**src/rtl/brazo_pkg.sv**
```systemverilog
// Shared definitions for the servo arm sequencer: FSM states, frame timing
// defaults and the ROM end-of-sequence marker.
package brazo_pkg;

    typedef enum logic [2:0] {
        REPOSO,
        LEER,
        CARGAR,
        EJECUTAR,
        FIN
    } estado_t;

    // 20 ms frame at 50 MHz
    localparam int CICLOS_TRAMA = 1000000;
    // 1 ms high time for angle 0
    localparam int PULSO_MIN    = 50000;
    // Extra high cycles per angle LSB
    localparam int PASO_ANGULO  = 196;
    // Width of the frame counter and of the PWM compare
    localparam int ANCHO_TRAMA  = 20;
    // Duration value that marks the last step of a sequence
    localparam logic [7:0] MARCA_FIN = 8'hFF;

endpackage

```
**src/rtl/generador_pwm.sv**
```systemverilog
// Servo PWM generator: holds the angle for a whole frame (reloaded only at
// condiv==0) and drives pwm high while condiv is below the pulse width.
module generador_pwm #(
    parameter int PULSO_MIN   = brazo_pkg::PULSO_MIN,
    parameter int PASO_ANGULO = brazo_pkg::PASO_ANGULO
) (
    input  logic        CLK,
    input  logic        RST,
    input  logic [19:0] condiv,
    input  logic [7:0]  angulo_sig,
    input  logic        ocupado,
    output logic        pwm
);
    import brazo_pkg::*;

    localparam logic [ANCHO_TRAMA-1:0] BASE = ANCHO_TRAMA'(PULSO_MIN);
    localparam logic [ANCHO_TRAMA-1:0] PASO = ANCHO_TRAMA'(PASO_ANGULO);

    logic [7:0]             angulo_act;
    logic [ANCHO_TRAMA-1:0] umbral;

    // Take the next angle only at the start of a frame so a frame never mixes two widths
    always_ff @(posedge CLK or posedge RST) begin
        if (RST) begin
            angulo_act <= 8'd0;
        end else if (condiv == 20'd0) begin
            angulo_act <= angulo_sig;
        end
    end

    // Pulse width in cycles, compared unsigned over the full 20-bit range
    always_comb begin
        umbral = BASE + ({12'd0, angulo_act} * PASO);
        pwm    = ocupado && (condiv < umbral);
    end

endmodule

```
**src/rtl/secuenciador_servo.sv**
```systemverilog
// Servo sequencer: walks a ROM of {angle, duration} steps, hands each
// duration to the frame-count enable block and drives the servo PWM.
// Optional build macro SECUENCIA_LAZO_EN: at the end of the sequence pulse
// terminado and restart from address 0 instead of stopping.
module secuenciador_servo #(
    parameter int CICLOS_TRAMA = brazo_pkg::CICLOS_TRAMA,
    parameter int ULTIMA_DIR   = 63,
    parameter int PULSO_MIN    = brazo_pkg::PULSO_MIN,
    parameter int PASO_ANGULO  = brazo_pkg::PASO_ANGULO
) (
    input  logic        CLK,
    input  logic        RST,
    input  logic        iniciar,
    input  logic        habilitador,
    input  logic [15:0] rom_datos,
    output logic [5:0]  rom_dir,
    output logic [19:0] condiv,
    output logic [7:0]  datosROM,
    output logic        pwm,
    output logic        ocupado,
    output logic        terminado
);
    import brazo_pkg::*;

    localparam logic [ANCHO_TRAMA-1:0] ULTIMO_CONDIV = ANCHO_TRAMA'(CICLOS_TRAMA - 1);
    localparam logic [5:0]             DIR_FIN       = 6'(ULTIMA_DIR);

    estado_t    estado;
    logic [7:0] angulo_sig;
    logic       fin_secuencia;

    assign fin_secuencia = (rom_dir == DIR_FIN) || (datosROM == MARCA_FIN);

    // Free-running frame counter, independent of the sequencer state
    always_ff @(posedge CLK or posedge RST) begin
        if (RST) begin
            condiv <= 20'd0;
        end else if (condiv == ULTIMO_CONDIV) begin
            condiv <= 20'd0;
        end else begin
            condiv <= condiv + 20'd1;
        end
    end

    // Sequencer FSM with registered ocupado/terminado
    always_ff @(posedge CLK or posedge RST) begin
        if (RST) begin
            estado     <= REPOSO;
            rom_dir    <= 6'd0;
            datosROM   <= 8'd0;
            angulo_sig <= 8'd0;
            ocupado    <= 1'b0;
            terminado  <= 1'b0;
        end else begin
            terminado <= 1'b0;
            case (estado)
                REPOSO: begin
                    if (iniciar) begin
                        rom_dir <= 6'd0;
                        ocupado <= 1'b1;
                        estado  <= LEER;
                    end
                end
                LEER: begin
                    estado <= CARGAR;
                end
                CARGAR: begin
                    angulo_sig <= rom_datos[15:8];
                    datosROM   <= rom_datos[7:0];
                    estado     <= EJECUTAR;
                end
                EJECUTAR: begin
                    if (habilitador) begin
                        if (fin_secuencia) begin
`ifdef SECUENCIA_LAZO_EN
                            terminado <= 1'b1;
                            rom_dir   <= 6'd0;
                            estado    <= LEER;
`else
                            terminado <= 1'b1;
                            ocupado   <= 1'b0;
                            estado    <= FIN;
`endif
                        end else begin
                            rom_dir <= rom_dir + 6'd1;
                            estado  <= LEER;
                        end
                    end
                end
                FIN: begin
                    estado <= REPOSO;
                end
                default: begin
                    ocupado <= 1'b0;
                    estado  <= REPOSO;
                end
            endcase
        end
    end

    generador_pwm #(
        .PULSO_MIN  (PULSO_MIN),
        .PASO_ANGULO(PASO_ANGULO)
    ) u_pwm (
        .CLK       (CLK),
        .RST       (RST),
        .condiv    (condiv),
        .angulo_sig(angulo_sig),
        .ocupado   (ocupado),
        .pwm       (pwm)
    );

endmodule

```
**config.mk**
```make
export PLATFORM = sky130hd
export DESIGN_NAME = secuenciador_servo
export DESIGN_NICKNAME = d
export VERILOG_FILES = /design/src/rtl/brazo_pkg.sv /design/src/rtl/generador_pwm.sv /design/src/rtl/secuenciador_servo.sv
export SDC_FILE = /design/constraint.sdc
export NUM_CORES = 1
export LEC_CHECK = 0
export BUFFER_PORTS_ARGS = -buffer_cell sky130_fd_sc_hd__buf_4
export CAP_MARGIN = 25
export CELL_PAD_IN_SITES_DETAIL_PLACEMENT = 2
export CELL_PAD_IN_SITES_GLOBAL_PLACEMENT = 2
export CORE_AREA = 5 5 103 105
export CTS_CLUSTER_DIAMETER = 40
export CTS_CLUSTER_SIZE = 24
export DETAILED_ROUTE_END_ITERATION = 10
export DIE_AREA = 0 0 108 110
export PLACE_DENSITY = 0.77
export SYNTH_ARGS = -nofsm -noshare
export SYNTH_HDL_FRONTEND = slang
export SYNTH_SLANG_ARGS = --single-unit
```
**constraint.sdc**
```tcl
create_clock -name CLK -period 4.6 [get_ports CLK]
set_input_delay 0.23 -clock CLK [delete_from_list [all_inputs] [get_ports CLK]]
set_output_delay 0.23 -clock CLK [all_outputs]
set_load 0.03 [all_outputs]
```
==> results.ini <==
[run_status]
outcome=finished, violations left
violations=setup timing

[critical_path]
cp_common_cell=ha_1
cp-end-kind=primary output
crit_required_ns=4.37
worst_setup_path_start_kind=flop
reg2reg_from=condiv[6]$_DFF_PP0_
crit_buf_inv=2
worstPathArrival_ns=4.40
critPathLaunch=u_pwm.angulo_act[2]$_DFFE_PP0N_
rr_worst_depth=6
path_cells=ha_4 > fa_1 > ha_1 > ha_2 > inv_2 > fa_2 > nor2b_4 > o221a_1 > or4b_1 > nand3_2 > o21bai_2 > xor2_1 > ha_1 > nor2b_1 > o21ai_1 > nand4b_1 > a31oi_1 > buf_4
r2r_end=condiv[18]$_DFF_PP0_
path_depth=18
path_class=flop to primary output
crit_path_max_fanout=4
slowest_stage=or4b_1
critPathMaxStageDelay_ns=0.49
rrSetupSlack_ns=2.53
path_delay_family=adder cells

[detailed_routing]
vias_per_cell=5.09
drtIter0Drc=49
wirelength_mm=9.22
drt-pass1-iter-count=4
drc=0
wl_per_cell_um=17.6
vias=2667
antenna_left=0

[layout]
syn2layout_area_growth_pct=25.5
final_common_cell=buf_4
nets=458
final_cell_mix=68 x buf_4, 54 x dfrtp_1, 39 x ha_1
finalNonFillerCells=524
drive_gt1_share_pct=33.2
antennaDiodeCount=0

[timing]
fmax_mhz=216
drv_slew=0
rsz0062_at_grt=true
worst_hold_slack_ns=0.100
worst-slew-pin-transition_ns=0.707
min_period_over_period_pct=101
final.min_clock_period_ns=4.63
tns_ns=-0.0280
worst_slack_ns=-0.0280
relSlewSlack_pct=52.9
hold_violations=0
finClkSkew_ns=0.0153
finalSetupViolations=1

[yosys]
ys_types=48
synth-main-ff-cell=dfrtp_1
ys_seq_area_share_pct=39.7
syn-num-nets=386
yosysTopAreaCell=dfrtp_1
ys_seq_elements=55
synthTopCellsByArea=dfrtp_1 40%, ha_1 16%, mux2_2 7.1%, xor2_1 5.1%, xnor2_1 4.0%
syn_avg_cell_area_um2=10.9
synth_top_area_share_pct=39.7
yosysWarningCount=0
async_reset_ff_share_pct=100
synth_enable_flop_cells=0
synth_cells=318
syn_area_um2=3470

[global_route]
grt_pass1_wl_mm=15.4
grt_overflow=0
grt_pass1_vias=3087
grt_max_degree=56
antenna_found_initial=0
grt_usage_pct=16.4

[die]
core-area_um2=9550
die_w_um=108
die_h_um=110
die-area_um2=11900
row_count=36
start_util_pct=36.3
boundaryPins=57

[placement]
dp_slack_ns=-0.00228
dpl.hpwl_mm=7.07
io_buffers=56
gp_routability_congestion=0.748
dp.cells=509

[power_and_ir_drop]
leakagePower_nw=2.17
ir_drop_uv=268
p_per_area_nw_per_um2=339
power_mw=1.47

[min_path]
min_path_type=primary input to async pin

[clocking]
clk_pin_slew_worst_paths_ns=0.10
clock-sinks=55
ctsHoldBuffers=0
cts_root_buffer=clkbuf_8
tritoncts=yes
cts_max_path_buffers=2
cts_buffers=5
insertion_delay_ns=0.32
htree_levels=2

[run]
drv_cap=0

[synthesized netlist by cell type, drive strengths merged, types with 9 or more instances]
| library cell | number |
|---|---|
| xnor2 | 16 |
| xor2 | 20 |
| dfrtp | 55 |
| inv | 12 |
| o21ai | 10 |
| mux2 | 22 |
| nand3 | 18 |
| nor2b | 9 |
| nor2 | 23 |
| nand4 | 10 |
| nand2 | 12 |
| ha | 45 |
[metrics by stage]
| stage | instance area, µm² | util (%) |
|---|---|---|
| finish | 4350 | 45.6 |
| global route | 4350 | 45.6 |
| CTS | 4310 | 45.1 |
| detailed placement | 4070 | 42.6 |
| global placement | 4070 | 42.6 |
| floorplan | 3470 | - |
[cell type report]
cell class / count / area (µm²)
flip-flops and latches: 55 / 1380
clock inverters: 1 / 7.51
multi-input cells: 248 / 2150
inverters: 12 / 45.0
fillers: 1016 / 5200
repair buffers: 68 / 510
well taps: 133 / 166
clock buffers: 7 / 96.3
[how the worst max path moves through the flow]
stage | to | slack (ns)
after global placement | pwm | 0.20
after CTS | pwm | -0.07
after detailed placement | pwm | -0.002
after floorplan | pwm | 0.09
final | pwm | -0.03
after global routing | pwm | -0.24
[metal layers]
| layer | up-vias | wire, µm | part of all wire, % | GRT usage [%] |
|---|---|---|---|---|
| met2 | 45 | 4910 | 53 | 30.9 |
| met1 | 1334 | 3970 | 43 | 19.6 |
| met4 | 0 | 88 | 0.95 | 3.88 |
| met3 | 8 | 252 | 2.7 | 2.68 |
| met5 | - | 0 | 0 | 0 |
| li1 | 1280 | - | - | - |
[worst register-to-register path: stages, from the launching register on]
cell and delay (ns):
dfrtp_1 0.48, nor4_1 0.39, nand2_1 0.17, nor4_1 0.46, buf_4 0.26, nand3b_1 0.12, o21ai_0 0.08
[cell families (layout without fill, tap and decap cells)]
group | after synthesis | in the layout | synth area share, %
compound gates | 37 | 37 | 7.14
xor+xnor | 36 | 36 | 9.09
fa+ha+maj | 48 | 48 | 18.0
buf+inv | 15 | 88 | 1.88
flops | 55 | 55 | 39.7
mux | 24 | 24 | 7.72
simple gates | 103 | 103 | 16.5
[what timing repair did]
action | CTS | global route
endpoints found under the setup margin | 1 | 1
pin swaps | 12 | 12
setup buffers | 7 | 0
resized for setup | 16 | 7
hold endpoints to repair | 0 | 0
[registers in the layout, summed over array words and instances, names as in the netlist]
name              cells
condiv               20
angulo_sig            8
datosROM              8
u_pwm.angulo_act      8
rom_dir               6
estado                3
ocupado               1
terminado             1
[power by group]
group,switching (mW),total [mW],internal (mW)
combinational,0.271,0.494,0.223
sequential,0.0926,0.677,0.584
clock,0.166,0.303,0.138
(Power assumes the default switching activity.)
